==> src/rtl/ft245_rx_reader.sv <==
// FT245-style receive reader: strobes RD# while RXF# reports data, samples the chip bus
// and buffers the bytes in a small FIFO that feeds a valid/ready stream.
module ft245_rx_reader #(
    parameter int RD_PULSE   = 2,
    parameter int RD_RECOVER = 4,
    parameter int FIFO_LOG2  = 2
) (
    input  logic                 clk,
    input  logic                 reset_in,
    input  logic                 rxf,
    input  logic [7:0]           data_in,
    output logic                 rd,
    output logic [7:0]           rx_data,
    output logic                 rx_valid,
    input  logic                 rx_ready,
    output logic [FIFO_LOG2:0]   fifo_level,
    output logic [15:0]          byte_count
);

    localparam int DEPTH   = 1 << FIFO_LOG2;
    localparam int CNT_MAX = (RD_PULSE > RD_RECOVER) ? RD_PULSE : RD_RECOVER;
    localparam int CNT_W   = $clog2(CNT_MAX + 1);

    localparam logic [CNT_W-1:0]     PULSE_LOAD   = CNT_W'(RD_PULSE - 1);
    localparam logic [CNT_W-1:0]     RECOVER_LOAD = CNT_W'(RD_RECOVER - 1);
    localparam logic [CNT_W-1:0]     CNT_ONE      = 1;
    localparam logic [FIFO_LOG2:0]   LEVEL_FULL   = (FIFO_LOG2 + 1)'(DEPTH);
    localparam logic [FIFO_LOG2:0]   LEVEL_ONE    = 1;
    localparam logic [FIFO_LOG2-1:0] PTR_ONE      = 1;
    localparam logic [15:0]          COUNT_ONE    = 1;

    typedef enum logic [1:0] {IDLE, STROBE, RECOVER} state_t;

    state_t               state;
    logic [CNT_W-1:0]     cnt;
    logic                 rxf_meta;
    logic                 rxf_s;
    logic [7:0]           mem [DEPTH];
    logic [FIFO_LOG2-1:0] wr_ptr;
    logic [FIFO_LOG2-1:0] rd_ptr;
    logic                 push;
    logic                 pop;

    assign push     = (state == STROBE) && (cnt == '0);
    assign rx_valid = (fifo_level != '0);
    assign pop      = rx_valid && rx_ready;
    assign rx_data  = mem[rd_ptr];

    // RXF# is asynchronous to clk; both flops idle high so reset never looks like "data ready"
    always_ff @(posedge clk or negedge reset_in) begin
        if (!reset_in) begin
            rxf_meta <= 1'b1;
            rxf_s    <= 1'b1;
        end else begin
            rxf_meta <= rxf;
            rxf_s    <= rxf_meta;
        end
    end

    always_ff @(posedge clk or negedge reset_in) begin
        if (!reset_in) begin
            state      <= IDLE;
            cnt        <= '0;
            rd         <= 1'b1;
            byte_count <= '0;
        end else begin
            case (state)
                IDLE: begin
                    rd <= 1'b1;
                    if (!rxf_s && (fifo_level < LEVEL_FULL)) begin
                        rd    <= 1'b0;
                        cnt   <= PULSE_LOAD;
                        state <= STROBE;
                    end
                end
                STROBE: begin
                    if (cnt != '0) begin
                        cnt <= cnt - CNT_ONE;
                    end else begin
                        rd         <= 1'b1;
                        byte_count <= byte_count + COUNT_ONE;
                        cnt        <= RECOVER_LOAD;
                        state      <= RECOVER;
                    end
                end
                RECOVER: begin
                    rd <= 1'b1;
                    if (cnt != '0) cnt <= cnt - CNT_ONE;
                    else           state <= IDLE;
                end
                default: begin
                    rd    <= 1'b1;
                    state <= IDLE;
                end
            endcase
        end
    end

    // Reads only start with room to spare, so a push can never meet a full FIFO
    always_ff @(posedge clk or negedge reset_in) begin
        if (!reset_in) begin
            for (int i = 0; i < DEPTH; i++) mem[i] <= '0;
            wr_ptr     <= '0;
            rd_ptr     <= '0;
            fifo_level <= '0;
        end else begin
            if (push) begin
                mem[wr_ptr] <= data_in;
                wr_ptr      <= wr_ptr + PTR_ONE;
            end
            if (pop) rd_ptr <= rd_ptr + PTR_ONE;
            case ({push, pop})
                2'b10:   fifo_level <= fifo_level + LEVEL_ONE;
                2'b01:   fifo_level <= fifo_level - LEVEL_ONE;
                default: fifo_level <= fifo_level;
            endcase
        end
    end

endmodule
==> config.mk <==
export PLATFORM = sky130hd
export DESIGN_NAME = ft245_rx_reader
export DESIGN_NICKNAME = d
export VERILOG_FILES = /design/src/rtl/ft245_rx_reader.sv
export SDC_FILE = /design/constraint.sdc
export NUM_CORES = 1
export LEC_CHECK = 0
export CAP_MARGIN = 20
export CORE_MARGIN = 5
export CORE_UTILIZATION = 54
export CTS_BUF_LIST = sky130_fd_sc_hd__clkbuf_16
export DETAILED_ROUTE_END_ITERATION = 16
export PLACE_DENSITY = 0.79
export SETUP_SLACK_MARGIN = 0.3
export SYNTH_ARGS = -nofsm -noshare
export SYNTH_HDL_FRONTEND = slang
export SYNTH_SLANG_ARGS = --single-unit
export TNS_END_PERCENT = 20
==> constraint.sdc <==
create_clock -name clk -period 3 [get_ports clk]
set_clock_uncertainty 0.05 [all_clocks]
set_input_delay 0.45 -clock clk [delete_from_list [all_inputs] [get_ports clk]]
set_output_delay 0.45 -clock clk [all_outputs]
set_load 0.02 [all_outputs]
==> impl_metrics.toml <==
[synthesis]
ys_async_sr_fraction_pct = 100.0
synth_edf_count = 0
synth_nets = 245
yosys_most_used_dff = "dfrtp_1"
yosysWarnings = 0
ys_ff_latch = 63
synth_top_area_share_pct = 51.04
synth_area_leaders = "dfrtp_1, mux2_2, mux4_2"
yosys.area.top_type = "dfrtp_1"
avgSynthCellArea_sq_um = 13.49
netlist_area_sq_um = 2942
syn_inst = 218
ys_seq_area_share_pct = 53.72
synth.distinct_cells = 39

[drt]
vias = 1822
via_per_inst = 5.312
routed_wl_mm = 5.662
firstDrtPassIters = 4
drc_errors = 0
drtIter0Drc = 53
detail-route-antenna-nets = 0
wl_per_cell_um = 16.51

[power_and_ir_drop]
combPwrFrac_pct = 40.1
switchingPower_uw = 1386
switching_share_pct = 33.67
leakage_uw = 0.001600
internal_power_uw = 2731
p_seq_share_pct = 36.4
clockPowerShare_pct = 23.5
ir_drop_uv = 716.1
powerDensity_nw_per_um2 = 1111

[job]
cap_violations = 0

[timing]
final_max_slew_viol_count = 0
tns_ps = 0
worst_slew_pin_slew_ps = 569.7
setup_violations = 0
relSlewSlack_pct = 62.02
fin_crit_sh_pct = 83.74
hold_violations = 0
rsz0062_at_grt = "false"
period_needed_ps = 2512
clock.fmax_ghz = 0.3981

[layout]
nNetsFinal = 295
multiInputGateArea_sq_um = 1296
area_growth_pct = 25.95
finish.utilization_pct = 71.18
final_cell_mix = "dfrtp_1, clkdlybuf4s50_1, mux2_2"
regArea_sq_um = 1582
num_antenna_cells = 0
final_common_cell = "dfrtp_1"
drive_above_1_share_pct = 25.64
nFillCells = 374

[floorplanning]
dieArea_sq_um = 7023
fp.dieH_um = 83.81
ios = 41
row_count = 26
die_w_um = 83.81
core_area_sq_um = 5205
start_util_pct = 56.51

[worst_setup_path]
cp_num_buf_inv = 1
reg2reg_from = "state[1]$_DFFE_PN0P_"
r2r_cells = 10
crit_path_max_fanout = 10
path_class = "reg -> out"
r2r_end = "fifo_level[2]$_DFFE_PN0P_"
worstPathRequired_ps = 2500
path_delay_family = "flip-flops"
reg2reg_setup_slack_ps = 570
arrival_ps = 2010
max_stage_delay_ps = 570
crit_chain = "mux4_2 > clkdlybuf4s50_1"
cp_slowest_cell = "dfrtp_2"
critPathCaptureType = "primary output"
crit_path_start_kind = "register"

[global_route]
grt_pass1_wl_mm = 9.867
groute.usage.overall_pct = 17.81
grt_pass1_vias = 2010
grt_max_degree = 27
grt_overflow = 0
grt_antenna_before_repair = 0

[clocking]
cts_tree = "done"
cts_made_buffers = 9
cts_htree_levels = 3
root_buffer = "clkbuf_16"
clk_pin_slew_worst_paths_ps = 50
clk_path_buf_depth = 2
clkLatencyLatePin_ps = 320
cts.sinks = 63
post_cts_buffers = 0

[status]
status = "complete, no violations"

[place]
portBuffers = 40
place_congestion = 0.7765
hpwl_mm = 3.849

[min_path]
hp-class = "in -> async"
==> cells in the mapped netlist, types with 2 or more instances <==
cell	count
mux4_2	8
dfrtp_1	60
dfstp_2	3
xnor2_1	15
xor2_1	6
nor2_1	6
ha_1	14
o211ai_1	2
nor3_2	2
nand2_2	3
inv_1	12
nand2_1	16
nand4_1	3
mux2_2	34
nand3_1	7
o21ai_0	4
==> stage by stage <==
step | hold WS (ps) | total power [uW] | setup WS, ps | instances | instance area (sq um)
floorplan | 104.4 | 2561 | 881.4 | 218 | 2942
global placement | 296.4 | 3073 | 625.0 | 327 | 3423
detailed placement | 304.6 | 3141 | 568.6 | 327 | 3423
CTS | 98.53 | 4151 | 457.3 | 343 | 3705
global route | 122.3 | 4388 | 400.8 | 343 | 3705
finish | 73.46 | 4117 | 487.8 | 343 | 3705
==> flip-flops by register name, indices dropped and copies added, names as in the netlist <==
signal      cells
mem            32
byte_count     16
cnt             3
fifo_level      3
rd_ptr          2
state           2
wr_ptr          2
rd              1
rxf_meta        1
rxf_s           1
==> power groups by stage <==
stage / registers (uW) / clock network (uW) / logic (uW)
final: 1500 / 966 / 1650
after global routing: 1550 / 1020 / 1820
after global placement: 1480 / 0 / 1590
after floorplan: 1420 / 0 / 1140
after detailed placement: 1500 / 0 / 1640
after CTS: 1500 / 985 / 1670
==> cells by family (layout without fill, tap and decap cells) <==
logic type,after synthesis,count (layout),synth area share [%]
mux,42,42,19.14
buf+inv,16,71,2.211
compound gates,13,13,2.892
xor+xnor,21,21,6.253
fa+ha+maj,15,15,6.636
simple gates,48,48,9.146
flops,63,63,53.72
==> routing by layer <==
layer	up-vias	routed length (um)	GRT usage [%]
met3	6	189	3.949
met5	-	0	0
met4	0	48	6.433
met2	36	2862	28.99
li1	861	-	-
met1	919	2562	23.43
==> cell type report <==
class	count	area share (%)
flip-flops and latches	63	42.69
multi-input cells	139	34.99
repair buffers	42	11.08
clock buffers	9	6.079
well taps	70	2.364
clock inverters	7	1.486
inverters	13	1.317
==> repair_timing <==
action,CTS,global route
gates resized for setup,1,0
setup endpoints to repair,8,0
hold buffers,0,0
==> worst max-delay path by stage <==
stage / from / endpoint / slack, ps / cells after the start
finish: rd_ptr[0]$_DFFE_PN0P_ / rx_data[5] / 490 / 2
global route: state[1]$_DFFE_PN0P_ / fifo_level[1]$_DFFE_PN0P_ / 400 / 8
CTS: rd_ptr[0]$_DFFE_PN0P_ / rx_data[5] / 460 / 2
detailed placement: state[1]$_DFFE_PN0P_ / fifo_level[2]$_DFFE_PN0P_ / 570 / 10
global placement: rd_ptr[0]$_DFFE_PN0P_ / rx_data[5] / 630 / 2
floorplan: fifo_level[1]$_DFFE_PN0P_ / fifo_level[2]$_DFFE_PN0P_ / 880 / 8
(Power assumes the default switching activity.)
==> edit (same settings) <==
The 3 states of `state_t` get a one-hot encoding in 3 bits.
--- a/src/rtl/ft245_rx_reader.sv
+++ b/src/rtl/ft245_rx_reader.sv
@@ -29,7 +29,7 @@
     localparam logic [FIFO_LOG2-1:0] PTR_ONE      = 1;
     localparam logic [15:0]          COUNT_ONE    = 1;
 
-    typedef enum logic [1:0] {IDLE, STROBE, RECOVER} state_t;
+    typedef enum logic [2:0] {IDLE = 3'b001, STROBE = 3'b010, RECOVER = 3'b100} state_t;
 
     state_t               state;
     logic [CNT_W-1:0]     cnt;
Function: no difference found for any inputs over 10 cycles, from zero or initial values and one cycle with reset_in low; not proved beyond that.
==> edit against the unedited design <==
- via count down 1.6%
- sequential cell count is 1 higher
- cell count decreased by 1.7%
- total power fell by 22%
- design area increased by 2.8%
- fmax rose by 0.12%
- critical path depth unchanged
- synthesized area rose by 3.7%
- setup slack improved by 0.0029 ns
- routed wire length down 4.1%
- hold slack gained 0.17 ns
- clock power rose by 1%
- critical path type unchanged
- highest routed layer unchanged
==> edit: results (changes against the unedited design) <==
Logic synthesis
  – Commonest cells in the netlist: 60 x dfrtp_1, 17 x mux2_2, 16 x mux2_4, 16 x xnor2_1, 14 x nand2_1
  – Syn Area/Cell: 14.46 um2 (+7.2%)
  – Top-area cell type share of the netlist area: 0.4920 (-0.01842)
  – Seq/Total Area, Yosys: 0.5264 (-0.01077)
  – Count of different cell masters after synthesis: 44 (+13%)
  – Ranking of synthesized cells by area: dfrtp_1 49%, mux2_4 7.9%, mux2_2 6.3%, mux4_2 5.9%, xnor2_1 4.6%

Power
  – Pleak: 1.673 nW (+4.5%)
  – Internal: 2.241 mW (-18%)
  – Peak VDD IR: 0.0005160 V (-28%)

Global routing
  – First-pass GRT wire length: 9584 um (-2.9%)
  – Tot GR Track Use: 0.1702 (-0.007880)
  – Largest net degree at the start of global routing: 65 (+140%)
  – Vias in the first global route: 1973 (-1.8%)

Layout
  – Signal buffers share of area: 0.1078 (-0.002985)
  – Multi-input gates: 132 (-5.0%)
  – Multi-input gate share of total cell area: 0.3579 (+0.007990)
  – Layout sequential cell count: 64 (+1.6%)
  – Non-clk invs: 11 (-2)
  – Final clock-cell share: 0.07558 (about the same)
  – P&R area growth vs syn: 24.76%
  – Nets@finish: 281 (-4.7%)
  – Sequential share of cell area: 0.4223 (-0.004604)
  – Fillers: 381 (+1.9%)

Drt
  – Iteration-0 DRC Markers: 62 (+17%)
  – Post-DR wirelength/cell: 16.12 um (-2.4%)
  – Final wirelength: 5431 um (-4.1%)
  – Total number of vias: 1793 (-1.6%)

Place
  – Dpl cells: 321 (-1.8%)
  – Gpl congestion: 0.7683 (-1.1%)
  – DP Wirelength: 3557 um (-7.6%)

Die
  – Die W: 85.18 um (+1.6%)

Run status
  – Status: finished clean

Timing
  – Worst-Margin Slew: 0.7931 ns (+0.2234 ns)
## edit: changes by cell type after synthesis, sizes merged, moves of 2 or more
cell   unedited run  this run
inv              13        11
nand3             7         5
nor4              1         3
o21ai             5         3
ha               14         8
## edit: critical path, delay by kind of cell (launching register included)
family	cells	cell delay, ns
muxes	1	0.55
DFF	1	0.57
buffers and inverters	1	0.56
## edit: cell families after synthesis
logic type,Yosys count,share of synthesized area
AO/OA/AOI/OAI,11,0.02543
XOR/XNOR,22,0.06314
adder cells (fa/ha/maj),9,0.03936
buffers and inverters,15,0.02706
flip-flops,64,0.5264
multiplexers,42,0.2038
AND/OR/NAND/NOR,48,0.1148
## edit: layer usage
layer | GRT usage | up-vias | part of all wire
met5 | 0 | - | 0
met4 | 0.08633 | 0 | 0.017
met1 | 0.2187 | 904 | 0.45
met3 | 0.02913 | 6 | 0.031
met2 | 0.2775 | 34 | 0.50
li1 | - | 849 | -
## edit: power groups by stage
stage / registers (mW) / clock network [mW] / logic (mW)
after floorplan: 1.19 / 0 / 0.720
after global placement: 1.27 / 0 / 0.960
after detailed placement: 1.27 / 0 / 0.977
after CTS: 1.27 / 0.998 / 0.991
after global routing: 1.29 / 1.04 / 1.06
final: 1.26 / 0.979 / 0.977
## edit: path summary, 6_finish.rpt
kind	end	startpoint	slack, ns	cells past startpoint
min	state[1]	reset_in	0.24	2
max	rx_data[6]	rd_ptr[0]	0.49	2
min reg2reg	rxf_s	rxf_meta	0.30	0
max reg2reg	fifo_level[1]	cnt[0]	0.83	9
min in group clk	rxf_s	rxf_meta	0.30	0
max in group asynchronous	rd_ptr[0]	reset_in	2.09	2
## edit: timing repair
item / 4_1_cts / 5_1_grt
buffers inserted: 0 / 0
setup endpoints to repair: 8 / 0
gates resized for setup: 1 / 0
